<file path="config.mk">
export PLATFORM = sky130hd
export DESIGN_NAME = jamma_input_scanner
export DESIGN_NICKNAME = d
export VERILOG_FILES = /design/src/rtl/jamma_input_scanner.sv
export SDC_FILE = /design/constraint.sdc
export NUM_CORES = 1
export LEC_CHECK = 0
export ABC_AREA = 1
export CAP_MARGIN = 0
export CORE_ASPECT_RATIO = 0.9
export CORE_MARGIN = 3
export CORE_UTILIZATION = 45
export DETAILED_ROUTE_END_ITERATION = 7
export PLACE_DENSITY_LB_ADDON = 0.05
export SLEW_MARGIN = 20
export SYNTH_ARGS = -nofsm -noshare
export SYNTH_HDL_FRONTEND = slang
export SYNTH_SLANG_ARGS = --single-unit
export TNS_END_PERCENT = 10
</file>
<file path="constraint.sdc">
create_clock -name CLK -period 1.3 [get_ports CLK]
set_input_delay 0.39 -clock CLK [delete_from_list [all_inputs] [get_ports CLK]]
set_output_delay 0.39 -clock CLK [all_outputs]
set_load 0.02 [all_outputs]
</file>
<file path="src/rtl/jamma_input_scanner.sv">
// JAMMA splitter scanner: drives JSELECT, samples both player banks, debounces and stretches coins.
// Optional macro JAMMA_SOCD_CLEAN_EN neutralises opposing directions on the joystick outputs.
module jamma_input_scanner #(
  parameter int unsigned SETTLE_CYCLES   = 16,
  parameter int unsigned DEBOUNCE_FRAMES = 4,
  parameter int unsigned COIN_STRETCH    = 8
) (
  input  logic       CLK,
  input  logic       RESET,
  input  logic [7:0] JJOY,
  input  logic [5:0] JOYSTICK,
  input  logic [1:0] JCOIN,
  output logic       JSELECT,
  output logic [7:0] joystick1,
  output logic [7:0] joystick2,
  output logic [1:0] coin,
  output logic       frame_tick
);

  localparam int unsigned SW = (SETTLE_CYCLES   > 1) ? $clog2(SETTLE_CYCLES + 1)   : 1;
  localparam int unsigned DW = (DEBOUNCE_FRAMES > 1) ? $clog2(DEBOUNCE_FRAMES + 1) : 1;
  localparam int unsigned CW = $clog2(COIN_STRETCH + 1);
  localparam int unsigned NB = 18;

  localparam logic [SW-1:0] SETTLE_LOAD = SW'(SETTLE_CYCLES - 1);
  localparam logic [DW-1:0] DB_LAST     = DW'(DEBOUNCE_FRAMES - 1);
  localparam logic [CW-1:0] STRETCH_LD  = CW'(COIN_STRETCH);

  typedef enum logic [2:0] {SEL_A, SAMP_A, SEL_B, SAMP_B, PUBLISH} state_t;

  state_t          state;
  logic [SW-1:0]   settle_cnt;
  // raw/stable layout: [7:0] player 1, [15:8] player 2, [17:16] coins
  logic [NB-1:0]   raw;
  logic [NB-1:0]   stable;
  logic [DW-1:0]   dcnt     [NB];
  logic [CW-1:0]   scnt     [2];

  logic [NB-1:0]   db_nxt;
  logic [DW-1:0]   dcnt_nxt [NB];
  logic [CW-1:0]   scnt_nxt [2];
  logic [1:0]      coin_nxt;
  logic [7:0]      j1_nxt;
  logic [7:0]      j2_nxt;

`ifdef JAMMA_SOCD_CLEAN_EN
  function automatic logic [7:0] socd_clean(input logic [7:0] j);
    logic [7:0] r;
    r = j;
    if (!j[0] && !j[1]) r[1:0] = 2'b11;
    if (!j[2] && !j[3]) r[3:2] = 2'b11;
    return r;
  endfunction
`endif

  always_comb begin
    for (int unsigned i = 0; i < NB; i++) begin
      db_nxt[i]   = stable[i];
      dcnt_nxt[i] = dcnt[i];
      if (raw[i] == stable[i]) begin
        dcnt_nxt[i] = '0;
      end else if (dcnt[i] >= DB_LAST) begin
        db_nxt[i]   = raw[i];
        dcnt_nxt[i] = '0;
      end else begin
        dcnt_nxt[i] = dcnt[i] + DW'(1);
      end
    end

    // Output uses the post-decrement count, so a press reads low for exactly COIN_STRETCH frames.
    for (int unsigned n = 0; n < 2; n++) begin
      scnt_nxt[n] = scnt[n];
      coin_nxt[n] = db_nxt[16+n];
      if (scnt[n] == '0) begin
        if (stable[16+n] && !db_nxt[16+n]) begin
          scnt_nxt[n] = STRETCH_LD;
          coin_nxt[n] = 1'b0;
        end
      end else begin
        scnt_nxt[n] = scnt[n] - CW'(1);
        if (scnt_nxt[n] != '0) coin_nxt[n] = 1'b0;
      end
    end

`ifdef JAMMA_SOCD_CLEAN_EN
    j1_nxt = socd_clean(db_nxt[7:0]);
    j2_nxt = socd_clean(db_nxt[15:8]);
`else
    j1_nxt = db_nxt[7:0];
    j2_nxt = db_nxt[15:8];
`endif
  end

  always_ff @(posedge CLK) begin
    if (RESET) begin
      state      <= SEL_A;
      settle_cnt <= SETTLE_LOAD;
      JSELECT    <= 1'b0;
      raw        <= '1;
      stable     <= '1;
      for (int unsigned i = 0; i < NB; i++) dcnt[i] <= '0;
      for (int unsigned n = 0; n < 2; n++)  scnt[n] <= '0;
      joystick1  <= '1;
      joystick2  <= '1;
      coin       <= '1;
      frame_tick <= 1'b0;
    end else begin
      frame_tick <= 1'b0;
      case (state)
        SEL_A: begin
          if (settle_cnt == '0) state <= SAMP_A;
          else settle_cnt <= settle_cnt - SW'(1);
        end
        SAMP_A: begin
          raw[7:0]   <= JJOY & {2'b11, JOYSTICK};
          raw[17:16] <= JCOIN;
          settle_cnt <= SETTLE_LOAD;
          JSELECT    <= 1'b1;
          state      <= SEL_B;
        end
        SEL_B: begin
          if (settle_cnt == '0) state <= SAMP_B;
          else settle_cnt <= settle_cnt - SW'(1);
        end
        SAMP_B: begin
          raw[15:8] <= JJOY;
          JSELECT   <= 1'b0;
          state     <= PUBLISH;
        end
        PUBLISH: begin
          stable     <= db_nxt;
          dcnt       <= dcnt_nxt;
          scnt       <= scnt_nxt;
          joystick1  <= j1_nxt;
          joystick2  <= j2_nxt;
          coin       <= coin_nxt;
          frame_tick <= 1'b1;
          settle_cnt <= SETTLE_LOAD;
          state      <= SEL_A;
        end
        default: begin
          state      <= SEL_A;
          settle_cnt <= SETTLE_LOAD;
          JSELECT    <= 1'b0;
        end
      endcase
    end
  end

endmodule

</file>
; Word-level counts from Yosys, hierarchy flattened
; Cells that the tools add are included.
[totals]
word_cells = 203
output_inout_bits = 20
register_bits = 126
[classes]
mux = 89
order_cmp = 18
n_bitwise = 2
n_eq_ne = 27
n_addsub = 21
reduce_logical = 16
[ops]
columns = cell, n
row1 = $mux 3, 38
row2 = $add 3x1->3 const B, 18
row3 = $ge 3x2->1 const B, 18
row4 = $mux 1, 43
row5 = $eq 1x1->1, 18
row6 = $mux 4, 4
row7 = $pmux 3 s4, 1
row8 = $pmux 5 s2, 1
row9 = $and 8x8->8, 1
row10 = $logic_not 4->1, 2
row11 = $reduce_and 2->1, 4
row12 = $reduce_bool 4->1, 2
row13 = $sub 4x1->4 const B, 2
row14 = $eq 3x2->1 const B, 2
row15 = $ne 2x2->1 const B, 3
row16 = $logic_not 5->1, 1
row17 = $mux 5, 1
row18 = $sub 5x1->5 const B, 1
row19 = $ne 2x1->1 const B, 2
row20 = $eq 3x1->1 const B, 1
row21 = $eq 3x3->1 const B, 1
row22 = $logic_not 3->1, 1
row23 = $reduce_or 3->1, 1
row24 = $logic_and 1x1->1, 2
row25 = other kinds (4), 5

; Longest topological paths before layout
[logic_depth]
ltp_word = 7
depth_mapped = 9
ltp_nobuf = 9

; Least setup slack after synthesis
; No wires, ideal clock.
[synth_timing]
kind = register to register
startpoint = register dcnt[3] (netlist name)
endpoint = register scnt[4] (netlist name)
path_slack_ps = -14
arrival_time_ps = 1244
period_less_slack_ps = 1314
setup_time_ps = 70
stages_incl_launch_ff = 10
path_cell_list = dfxtp_1 -> ha_1 -> ha_1 -> nor2_1 -> nand2_1 -> nand3_1 -> nand2_1 -> nand2_1 -> nand2_1 -> a21oi_1
[synth_between]
elab_chain_len = 7
[synth_rtl]
columns = element, line_no
row1 = from (decl), 36  ; logic [DW-1:0] dcnt [NB];
row2 = from (signal assigned), 132  ; dcnt <= dcnt_nxt;
row3 = $ge 3x2->1, 62  ; end else if (dcnt[i] >= DB_LAST) begin
row4 = $mux 1, 62
row5 = $mux 1, 60  ; if (raw[i] == stable[i]) begin
row6 = $logic_not 1->1, 75  ; if (stable[16+n] && !db_nxt[16+n]) begin
row7 = $logic_and 1x1->1, 75
row8 = $ne 2x1->1 (no source line), --
row9 = $reduce_and 2->1 (no source line), --
row10 = to (signal assigned), 133  ; scnt <= scnt_nxt;
row11 = to (decl), 37  ; logic [CW-1:0] scnt [2];
; Every way passes these cells.
; A chain may end at the register's enable or synchronous reset.

; Worst setup path in the final report
[layout_timing]
startpoint = register dcnt[48] (netlist name)
endpoint = register dcnt[50] (netlist name)
[layout_between]
elab_chain_len = 3
elab_cells_between_ends = 4
[layout_rtl]
columns = element, line_no
row1 = $add 3x1->3 or $ge 3x2->1 (tied branches), "66, 62"
row2 = $mux 3 *, 62
row3 = $mux 3 *, 60
; Mark *: on every way between the ends. The rest lies on a longest branch, timed or not.

==> out/results.txt <==
Remaining global-route overflow: 0
Clock-pin slew on the worst setup and hold paths: 0.07 ns
Initial antenna violation count: 0
Cts-stage hold buffer count: 0
Hold Crit Depth: 2
CP Capture Type: register
Worst slew pin tran: 0.415 ns
Seq cells post-synth: 110
Max transition margin: 72.2%
Nets@finish: 866
Routed vias/inst: 4.95
Post-Synthesis Cell Area: 0.00537 mm²
CTS HTree Levels: 3
Status: complete, but fails checks
Sequential share of power: 54.8%
Syn nets: 774
First-pass GRT wire length: 19,900 µm
Endpoints failing setup: 15
R2r setup slk: -0.04 ns
Final hold viol count: 0
Final setup margin: -0.0435 ns
WHS Endpoint: dcnt[53]
Maximum number of pins on one net before global-route repair: 62
Worst-path fanout max: 3
Critical Path AT: 1.63 ns
Kind of critical path: register to register
Share of post-route cells with drive strength above 1: 27.9%
Vias in the first global route: 4,546
Final period util: 103%
ANT cells: 0
Commonest cells after routing, fill and taps aside: nand2_1, dfxtp_1, buf_4
# rows: 37
Clk_lat worst skew: 0.34 ns
Routed wire per std cell: 12.5 µm
Post-Syn Area per Cell: 7.47 µm²
Period minus WS final: 1.34 ns
Seq/Total Area, Yosys: 41.0%
Post-placement cell count: 952
Tightest Hold Check Type: register to register
Core area: 0.0115 mm²
Port bufs: 37
Data required, critical path: 1.58 ns
Reg2Reg Depth: 7
Num CTS Buffers: 9
Maxcap violations: 0
Final WL: 12,100 µm
Failing checks: setup timing
Final hold slack: 0.470 ns
R2R Path Start: dcnt[48]
Pleak: 3.13 nW
Fin util: 61.5%
Die Y: 110 µm
RSZ-0062 raised after global routing: true
Max-slew violation count: 0
CTS tree: built
Crit start category: register
Residual antenna-violating net count after detailed routing: 0
Fmax: 744 MHz
Switching Fraction: 20.3%
Final GP Congestion: 0.761
Post-DP HPWL: 8230 µm
Most common cell after layout, fill and taps aside: nand2_1
Hold Startpoint: dcnt[53]
Power Dens Cells: 869 mW/mm²
FILL cells: 1,003
DR vias: 4,813
Die area: 0.0133 mm²
Worst vdd ir: 537 µV
Clock Skews: 0.00585 ns
Setup TNS Final: -0.335 ns
Drt pass-1 iters: 4
Mapped Cells: 719
Total Routing Usage GR: 18.4%
Combinational cell fraction of total power: 2.8%
Reg2Reg Capture Point: dcnt[50]
Internal Pwr Total: 4.91 mW
Post-route insts no fill: 972
NetSw: 1.25 mW
Distinct cells, synth: 26
FF+latch area: 0.00224 mm²
Clock Tree Buf Depth: 2
DR iter-0 viols: 188
CTS root buf: clkbuf_16
Area grow syn2layout: 32.1%
Multi-input gate area: 0.00309 mm²
Part of the power in the clock network: 42.4%
Initial Utilization: 46.6%
Chip width: 121 µm
Yosys warns: 0
DRC viols: 0
Top Ports: 38
Sink Count: 110
## how the worst max path moves through the flow
| stage | cells past startpoint | slack (ns) | startpoint | endpoint |
|---|---|---|---|---|
| 6_report | 7 | -0.04 | dcnt[48] | dcnt[50] |
| 5_1_grt | 7 | -0.13 | dcnt[43] | dcnt[44] |
| 4_1_cts | 1 | -0.05 | frame_tick | frame_tick |
| 3_5_place_dp | 7 | -0.09 | dcnt[6] | dcnt[8] |
| 3_3_place_gp | 1 | -0.04 | JSELECT | JSELECT |
| 2_1_floorplan | 9 | 0.02 | dcnt[3] | scnt[4] |
## per-stage QoR
stage	power (mW)	cell area (µm²)	setup WS, ns
finish	6.16	7090	-0.0435
global route	6.41	7090	-0.130
CTS	6.26	6670	-0.0470
detailed placement	3.63	6370	-0.0878
global placement	3.63	6370	-0.0429
floorplan	3.53	5380	0.0187
## timing repair
action                                  4_1_cts  5_1_grt
cloned                                        0        1
pin swaps                                    18       38
endpoints found under the setup margin       72       84
setup buffers                                 0        3
resized for setup                           102      113
## critical path, cell delays in order (launching register included)
cell     delay, ns
dfxtp_1       0.31
ha_1          0.19
ha_1          0.18
inv_1         0.07
nand3_2       0.09
nor3_4        0.24
nand2_1       0.09
a21oi_2       0.10
## metal layers
layer	GRT usage [%]	vias up	share of wire [%]
met5	0	-	0
met4	5.99	0	0.94
met3	3.91	8	3.3
met2	32.8	59	50
met1	22.3	2249	46
li1	-	2497	-
## power by group through the flow
stage | clock network [mW] | registers [mW] | logic, mW
detailed placement | 0 | 3.46 | 0.171
global placement | 0 | 3.46 | 0.171
CTS | 2.71 | 3.38 | 0.172
floorplan | 0 | 3.46 | 0.0711
finish | 2.61 | 3.38 | 0.170
global route | 2.84 | 3.38 | 0.189
## cells by family (layout without fill, tap and decap cells)
family	Yosys count	in the layout	share of synthesized area (%)
buffers and inverters	103	200	9.49
adder cells (fa/ha/maj)	37	37	8.62
XOR/XNOR	19	19	3.10
AND/OR/NAND/NOR	355	355	28.9
flip-flops	110	110	41.0
AO/OA/AOI/OAI	95	95	8.86
## sequential cells by signal, indices dropped and copies added, names as in the netlist
register / flops
frame_tick: 1
joystick2: 7
JSELECT: 1
coin: 2
scnt: 8
dcnt: 54
stable: 4
state: 3
settle_cnt: 5
joystick1: 7
raw: 18
## final cells by class
class	count	share of cell area [%]
Multi-Input combinational cell	506	43.6
Sequential cell	110	31.6
Clock buffer	16	3.97
Tap cell	156	2.75
Timing Repair Buffer	125	14.9
Inverter	59	3.16
## synth_stat cells
library cell / instances / area [µm²]
o21ai_1: 4 / 20.0
buf_4: 19 / 143
nor3_2: 15 / 150
nor2b_1: 1 / 6.26
or2_2: 3 / 18.8
inv_1: 56 / 210
nand3b_1: 2 / 15.0
a21oi_1: 58 / 290
inv_4: 1 / 6.26
clkinv_1: 1 / 3.75
buf_1: 1 / 3.75
buf_6: 5 / 56.3
o21ai_0: 33 / 165
nor2_2: 1 / 6.26
clkbuf_1: 10 / 37.5
buf_2: 9 / 45.0
nor3_1: 3 / 15.0
nand4_1: 3 / 18.8
dfxtp_1: 110 / 2200
xor2_1: 5 / 43.8
nor2_1: 54 / 203
nand3_1: 75 / 375
inv_2: 1 / 3.75
ha_1: 37 / 463
nand2_1: 198 / 743
xnor2_1: 14 / 123
Power figures use the tool's default switching activity.
